<file path="src/rtl/gray_conv_scheduler.sv">
// Round-robin scheduler sharing one registered binary-to-Gray stage.
// Optional build macro GRAY_SCHED_PRIO0_EN gives requester 0 strict priority.
module gray_conv_scheduler #(
    parameter int WIDTH = 4,
    parameter int NREQ  = 4,
    parameter int IDW   = $clog2(NREQ)
) (
    input  logic                  clk,
    input  logic                  rst_n,
    input  logic [NREQ-1:0]       req_valid,
    input  logic [NREQ*WIDTH-1:0] req_data,
    output logic [NREQ-1:0]       req_ready,
    output logic                  out_valid,
    output logic [WIDTH-1:0]      out_gray,
    output logic [IDW-1:0]        out_id,
    input  logic                  out_ready
);

    typedef enum logic {
        EMPTY = 1'b0,
        FULL  = 1'b1
    } state_t;

    state_t           state;
    state_t           state_nxt;
    logic             free;
    logic             found;
    logic             ptr_upd;
    logic [IDW-1:0]   gidx;
    logic [IDW-1:0]   ci;
    logic [IDW-1:0]   rr_ptr;
    logic [IDW-1:0]   ptr_nxt;
    logic [WIDTH-1:0] gword;
    logic [NREQ-1:0]  ready_vec;
    logic [WIDTH-1:0] words [NREQ];

    for (genvar g = 0; g < NREQ; g++) begin : g_unpack
        assign words[g] = req_data[g*WIDTH +: WIDTH];
    end

    assign free      = (state == EMPTY) || out_ready;
    assign out_valid = (state == FULL);
    assign req_ready = ready_vec;

    // Pick the first valid requester at or after rr_ptr (wrapping).
    always_comb begin
        found = 1'b0;
        gidx  = '0;
        gword = '0;
        ci    = '0;
`ifdef GRAY_SCHED_PRIO0_EN
        if (req_valid[0]) begin
            found = 1'b1;
            gidx  = '0;
            gword = words[0];
        end
`endif
        for (int k = 0; k < NREQ; k++) begin
            ci = IDW'((int'(rr_ptr) + k) % NREQ);
`ifdef GRAY_SCHED_PRIO0_EN
            if (!found && ci != '0 && req_valid[ci]) begin
`else
            if (!found && req_valid[ci]) begin
`endif
                found = 1'b1;
                gidx  = ci;
                gword = words[ci];
            end
        end
    end

    // One-hot grant, suppressed when the slot is busy or in reset.
    always_comb begin
        ready_vec = '0;
        if (rst_n && free && found) begin
            ready_vec[gidx] = 1'b1;
        end
    end

    // Next pointer: one past the granted requester, wrapping to 0.
    always_comb begin
        ptr_nxt = (gidx == IDW'(NREQ - 1)) ? '0 : gidx + 1'b1;
`ifdef GRAY_SCHED_PRIO0_EN
        ptr_upd = (gidx != '0);
`else
        ptr_upd = 1'b1;
`endif
    end

    // Slot FSM: reload when free and a grant exists, else drain.
    always_comb begin
        state_nxt = state;
        if (free) begin
            state_nxt = found ? FULL : EMPTY;
        end
    end

    // State register.
    always_ff @(posedge clk or negedge rst_n) begin
        if (!rst_n) begin
            state <= EMPTY;
        end else begin
            state <= state_nxt;
        end
    end

    // Result slot and round-robin pointer update on accept.
    always_ff @(posedge clk or negedge rst_n) begin
        if (!rst_n) begin
            out_gray <= '0;
            out_id   <= '0;
            rr_ptr   <= '0;
        end else if (free && found) begin
            out_gray <= gword ^ (gword >> 1);
            out_id   <= gidx;
            if (ptr_upd) begin
                rr_ptr <= ptr_nxt;
            end
        end
    end

endmodule

</file>
<file path="config.mk">
export PLATFORM = sky130hd
export DESIGN_NAME = gray_conv_scheduler
export DESIGN_NICKNAME = d
export VERILOG_FILES = /design/src/rtl/gray_conv_scheduler.sv
export SDC_FILE = /design/constraint.sdc
export NUM_CORES = 1
export LEC_CHECK = 0
export CAP_MARGIN = 15
export CORE_ASPECT_RATIO = 0.7
export CORE_MARGIN = 2
export CORE_UTILIZATION = 35
export CTS_BUF_LIST = sky130_fd_sc_hd__clkbuf_16
export CTS_CLUSTER_SIZE = 8
export DETAILED_ROUTE_END_ITERATION = 12
export PLACE_DENSITY = 0.6
export SYNTH_ARGS = -nofsm -noshare
export SYNTH_HDL_FRONTEND = slang
export SYNTH_SLANG_ARGS = --single-unit
export TNS_END_PERCENT = 1
</file>
<file path="constraint.sdc">
create_clock -name clk -period 5.4 [get_ports clk]
set_input_delay 0.54 -clock clk [delete_from_list [all_inputs] [get_ports clk]]
set_output_delay 0.54 -clock clk [all_outputs]
set_load 0.02 [all_outputs]
</file>
== Yosys cells after proc, flatten, opt, wreduce, memory -nomap -nowiden ==
Cells that the tools add are included.

* Flip-flop bits (word level): 9
* Bits of input ports: 23
* Output and inout bits: 11
* Word-level logic and storage cells: 73

* Add/sub/neg operators: 4
* Magnitude comparators: 10
* Eq/ne operators: 1
* Mux-type cells: 37
* Bitwise logic cells: 6
* Reductions and logical operators: 11

{| class="wikitable"
|+ Operators with widths
! kind !! number
|-
| 2-to-1 mux 4 bit || 13
|-
| binary-select mux 4 bit (select 2 bit) || 4
|-
| less-than comparator 2 x 3 -> 1 bit (second input constant) || 5
|-
| >= comparator 3 bit (second input constant) || 4
|-
| inverter 2 -> 3 bit || 4
|-
| 2-to-1 mux 1 bit || 10
|-
| 2-to-1 mux 2 bit || 5
|-
| binary-select mux 1 bit (select 2 bit) || 4
|-
| logical AND 1 bit || 7
|-
| adder 2 x 1 -> 2 bit (second input constant) || 2
|-
| adder 2 bit (second input constant) || 2
|-
| bitwise XOR 4 x 3 -> 4 bit || 1
|-
| zero test 1 bit || 3
|-
| demux 1 bit (select 2 bit) || 1
|-
| == test 2 bit (second input constant) || 1
|-
| >= comparator 2 x 1 -> 1 bit (second input constant) || 1
|-
| logical OR 1 bit || 1
|-
| inverter 1 bit || 1
|}

== Depth between registers and ports, before layout ==
* Word-level depth: 17
* Depth in mapped cells: 9
* Gate-level depth less buffers: 7

== Worst setup path after synthesis ==
OpenSTA, ideal clock, no wires.

* Kind: reg2out
* From: reg rr_ptr[0]
* To: out req_ready[0]
* Arrival: 1.838 ns
* Required time: 4.860 ns
* Slack: 3.022 ns
* Cell stages (with the launch flop): 10
* Path buffers: 2
* Cell sequence: dfrtp_1 > buf_4 > buf_2 > nor2b_1 > a21oi_1 > o22ai_1 > a21oi_1 > inv_1 > ha_1 > and3_1

* Word-level cells in the longest chain between the ends: 17
* Elaborated cells on any way between the ends: 32
* Those cells by class: add/sub (3); order compare (2); mux (19); reduce/logical (8)

{| class="wikitable"
|+ RTL lines
! item !! line !! RTL
|-
| start, declared || 31 || <nowiki>logic [IDW-1:0] rr_ptr;</nowiki>
|-
| start signal, assigned || 117 || <nowiki>rr_ptr <= ptr_nxt;</nowiki>
|-
| parallel branches: the longest is 11 deep, another holds adder 2 x 1 -> 2 bit || -- ||
|-
| 2-to-1 mux 2 bit * || 63 || <nowiki>if (!found && req_valid[ci]) begin</nowiki>
|-
| named net gidx[0] || 29 || <nowiki>logic [IDW-1:0] gidx;</nowiki>
|-
| less-than comparator 2 x 3 -> 1 bit (not written as such) or >= comparator 2 x 1 -> 1 bit (tied branches) || 76 || <nowiki>ready_vec[gidx] = 1'b1;</nowiki>
|-
| logical AND 1 bit (not written as such) || 76 ||
|-
| 2-to-1 mux 1 bit (not written as such) || 76 ||
|-
| demux 1 bit (select 2 bit) * || 76 ||
|-
| 2-to-1 mux 4 bit * || 75 || <nowiki>if (rst_n && free && found) begin</nowiki>
|-
| end, declared || 12 || <nowiki>output logic [NREQ-1:0] req_ready,</nowiki>
|}

Mark *: on every way through the listed nets, which the timed path passes. The select of a mux whose other input is x is not followed.

== Worst setup path after layout ==
* From: in req_valid[0]
* To: out req_ready[2]

* Word-level cells in the longest chain between the ends: 17
* Elaborated cells on any way between the ends: 29
* Those cells by class: order compare (2); mux (19); reduce/logical (8)

{| class="wikitable"
|+ RTL lines
! item !! line !! RTL
|-
| start, declared || 10 || <nowiki>input logic [NREQ-1:0] req_valid,</nowiki>
|-
| binary-select mux 1 bit (select 2 bit) || 63 ||
|-
| 2-to-1 mux 1 bit (not written as such) || 63 ||
|-
| 2-to-1 mux 1 bit || 63 ||
|-
| zero test 1 bit || 63 ||
|-
| logical AND 1 bit || 63 ||
|-
| 2-to-1 mux 1 bit || 63 ||
|-
| zero test 1 bit || 63 ||
|-
| logical AND 1 bit || 63 ||
|-
| [... 2 more ...] || -- ||
|-
| logical AND 1 bit || 63 ||
|-
| 2-to-1 mux 2 bit * || 63 ||
|-
| named net gidx[0] || 29 ||
|-
| less-than comparator 2 x 3 -> 1 bit (not written as such) or >= comparator 2 x 1 -> 1 bit (tied branches) || 76 ||
|-
| logical AND 1 bit (not written as such) || 76 ||
|-
| 2-to-1 mux 1 bit (not written as such) || 76 ||
|-
| demux 1 bit (select 2 bit) * || 76 ||
|-
| 2-to-1 mux 4 bit * || 75 ||
|}

The timed path passes the listed nets; every way through them passes the cells marked *. The select of a mux whose other input is x is not followed.

==> impl_metrics.yaml <==
timing:
  min_period_over_period: 0.6448
  hold_ws_ns: 0.4728
  slew_headroom: 0.4506
  slew_viol_final: 0
  setup_tns_ns: 0
  final-hold-violation-count: 0
  min_period_ns: 3.482
  fmax_ghz: 0.2872
  rsz0062_at_grt: "no"
  worst_pin_slew_ns: 0.8240
  clock_skew_ns: 0.001756
  setup_violations: 0
floorplan:
  initial_core_util: 0.3703
  dieArea_um2: 3840
  rows: 17
  dieWidth_um: 73.21
  die_h_um: 52.45
  core_um2: 3169
  io_pins: 34
cts:
  cts_resized: 0
  hold_buffers: 0
  cts_tree: "built"
  clk_latency_ns: 0.24
  ctsHtreeMaxLevel: 1
  cts_buffers: 3
  cts.sinks: 9
  clk_pin_slew_worst_paths_ns: 0.04
  clockRootBuffer: "clkbuf_16"
  clock_path_buffers: 2
  postCtsSetupBuffers: 0
final_layout:
  utilization: 0.4974
  final_layout_size_suffix_gt1_frac: 0.04598
  fin_nets: 202
  antenna_cells: 0
  area_delta_synth_final_pct: 34.33
route:
  drc: 0
  vias: 1250
  wl_mm: 3.315
  wl_per_cell_um: 15.64
  avgViaCountPerCell: 5.896
  dr.pass1.iters: 5
  drtAntennaViolNets: 0
  first_iter_violations: 86
min_path:
  hold_path.class: "register to register"
  min_from: "out_id[0]$_DFFE_PN0P_"
  worstHoldEndpoint: "out_id[0]$_DFFE_PN0P_"
  whs_path_depth: 2
worst_setup_path:
  rr_worst_depth: 6
  critPathLaunchType: "input pin"
  crit_family: "buffers and inverters"
  r2r_start: "rr_ptr[1]$_DFFE_PN0P_"
  arrival_ns: 2.94
  path_buf_inv: 3
  critPathSlowestCell: "clkdlybuf4s50_1"
  critPathMaxFanout: 12
  rr_endpoint: "out_gray[1]$_DFFE_PN0P_"
  endpoint_kind: "output port"
  cp_cell_sequence: "clkdlybuf4s50_1, nor2b_1, a21oi_1, o22ai_1, a21oi_1, inv_1, ha_1, and3_1, clkdlybuf4s50_1"
  r2r_setup_slack_ns: 2.93
  critPathKind: "input pin to output port"
  slowest_delay_ns: 0.60
  crit_required_ns: 4.86
yosys:
  synth.area.mux_share: 0.1706
  ys_async_sr_fraction: 1.000
  synthCells: 146
  netlist-cell-type-count: 45
  synth_simple_gate_area_share: 0.2441
  synth_fa_ha_area_frac: 0.04264
  syn_avg_cell_area_um2: 8.039
  yosysWarnings: 0
  synth_top_family_by_area: "compound AO/OA/AOI/OAI gates"
  post_synth_xor_area_fraction: 0
  syn_nets: 173
  syn_area_um2: 1174
  synth_compound_area_frac: 0.2761
  synth_ff_type: "dfrtp_1"
  ys_seq_elements: 9
  yosysSeqAreaShare: 0.1919
  synth_edf_count: 0
power_and_ir_drop:
  p_per_area_nw_per_um2: 401.6
  power_leakage_uw: 0.0006804
  pwr-share-comb: 0.591
  p_sw_frac: 0.4209
  p_int_uw: 366.6
  clockPowerShare: 0.206
  switchingPower_uw: 266.5
  p_total_uw: 633.1
  share_seq_of_total_power: 0.203
  ir_drop_uv: 134.7
grt:
  grt_max_degree: 32
  first_global_vias: 1138
  antenna_found_initial: 0
  grt_first_pass_wirelength_mm: 5.347
  grtUsageTotal: 0.1807
  grt_overflow: 0
place:
  gp_congestion: 0.8015
  dp_hpwl_mm: 2.408
  io_buffers: 33
run_status:
  status: "finished, final reports clean"
run:
  cap_violations: 0
[worst reg2reg max path, stage by stage (launching register included)]
cell     delay [ns]
dfrtp_1        0.79
nor2_1         0.18
nand4_1        0.32
a31oi_1        0.13
o32a_1         0.39
or4b_1         0.49
nand3_1        0.10
[state kept, by name, indices dropped and copies added (netlist names)]
name and count:
out_gray 4, out_id 2, out_valid 1, rr_ptr 2
[kinds of logic (layout without fill, tap and decap cells)]
group / count (synthesis) / in the layout
and+or+nand+nor: 53 / 53
AOI/OAI and AO/OA: 46 / 46
muxes: 17 / 17
buffers and inverters: 17 / 45
DFF: 9 / 9
adders and majority gates: 4 / 4
[routing by layer]
layer / routed length (um) / vias to the layer above / share of wire / track usage
met2: 1525 / 41 / 0.46 / 0.2898
met1: 1578 / 587 / 0.48 / 0.2430
met4: 17 / 0 / 0.0051 / 0.06790
li1: - / 618 / - / -
met5: 0 / - / 0 / 0
met3: 194 / 4 / 0.059 / 0.03077
[power groups by stage]
stage                     combinational [uW]  clock (uW)  sequential, uW
after floorplan                          255           0             135
after global placement                   365           0             126
after detailed placement                 370           0             127
after CTS                                373         133             127
after global routing                     410         136             133
final                                    374         131             128
[how the worst max path moves through the flow]
stage,from,endpoint,slack (ns),depth (start not counted)
after floorplan,rr_ptr[0]$_DFFE_PN0P_,req_ready[0],3.02,9
after global placement,req_valid[0],req_ready[0],1.98,9
after detailed placement,req_valid[0],req_ready[2],1.92,9
after CTS,req_valid[0],req_ready[2],1.91,9
after global routing,req_valid[0],req_ready[2],1.74,9
final,req_valid[0],req_ready[2],1.92,9
[synthesized netlist by cell type (2+ instances only)]
| master | n | area share |
|---|---|---|
| nor3b_1 | 6 | 0.038 |
| a211o_1 | 2 | 0.015 |
| inv_1 | 7 | 0.022 |
| nand4_1 | 2 | 0.011 |
| nand2b_1 | 3 | 0.016 |
| clkbuf_1 | 2 | 0.0064 |
| a221oi_1 | 2 | 0.015 |
| and3b_1 | 3 | 0.022 |
| buf_2 | 4 | 0.017 |
| o21ai_0 | 7 | 0.030 |
| o211ai_1 | 2 | 0.013 |
| o32ai_1 | 2 | 0.015 |
| nor2b_1 | 2 | 0.011 |
| a21o_1 | 2 | 0.013 |
| dfrtp_1 | 9 | 0.19 |
| and3_1 | 4 | 0.021 |
| ha_1 | 4 | 0.043 |
| o22ai_1 | 3 | 0.016 |
| a31oi_1 | 9 | 0.048 |
| a21oi_1 | 6 | 0.026 |
| buf_6 | 2 | 0.019 |
| nor2_1 | 13 | 0.042 |
| mux2i_1 | 14 | 0.12 |
| nand3_1 | 3 | 0.013 |
| nand2_1 | 13 | 0.042 |
[stage by stage]
step	instance area [um^2]	instances	setup WS, ns
after global routing	1577	212	1.744
after detailed placement	1498	208	1.919
after floorplan	1174	146	3.022
final	1577	212	1.918
after global placement	1498	208	1.985
after CTS	1577	212	1.908
[final cells by class]
type	instances	area, um^2
inverter	7	26.28
timing repair buffer	34	337.8
clock inverter	1	3.754
clock buffer	3	75.07
multi-input combinational	120	860.8
fill	306	1593
tap	38	47.55
sequential	9	225.2
[cell usage in the layout, fill, tap and decap left out, types with 2 or more instances in the layout]
master,Yosys,routed
o22ai_1,3,3
clkbuf_16,0,3
nand2_1,13,13
ha_1,4,4
a31oi_1,9,9
nand3_1,3,3
nor2_1,13,13
and3b_1,3,3
nand2b_1,3,3
o32ai_1,2,2
a221oi_1,2,2
nor3b_1,6,6
a21o_1,2,2
dfrtp_1,9,9
a211o_1,2,2
clkdlybuf4s50_1,0,33
a21oi_1,6,6
o211ai_1,2,2
nor2b_1,2,2
and3_1,4,4
inv_1,7,8
mux2i_1,14,14
o21ai_0,7,7
nand4_1,2,2
(Power assumes the default switching activity.)
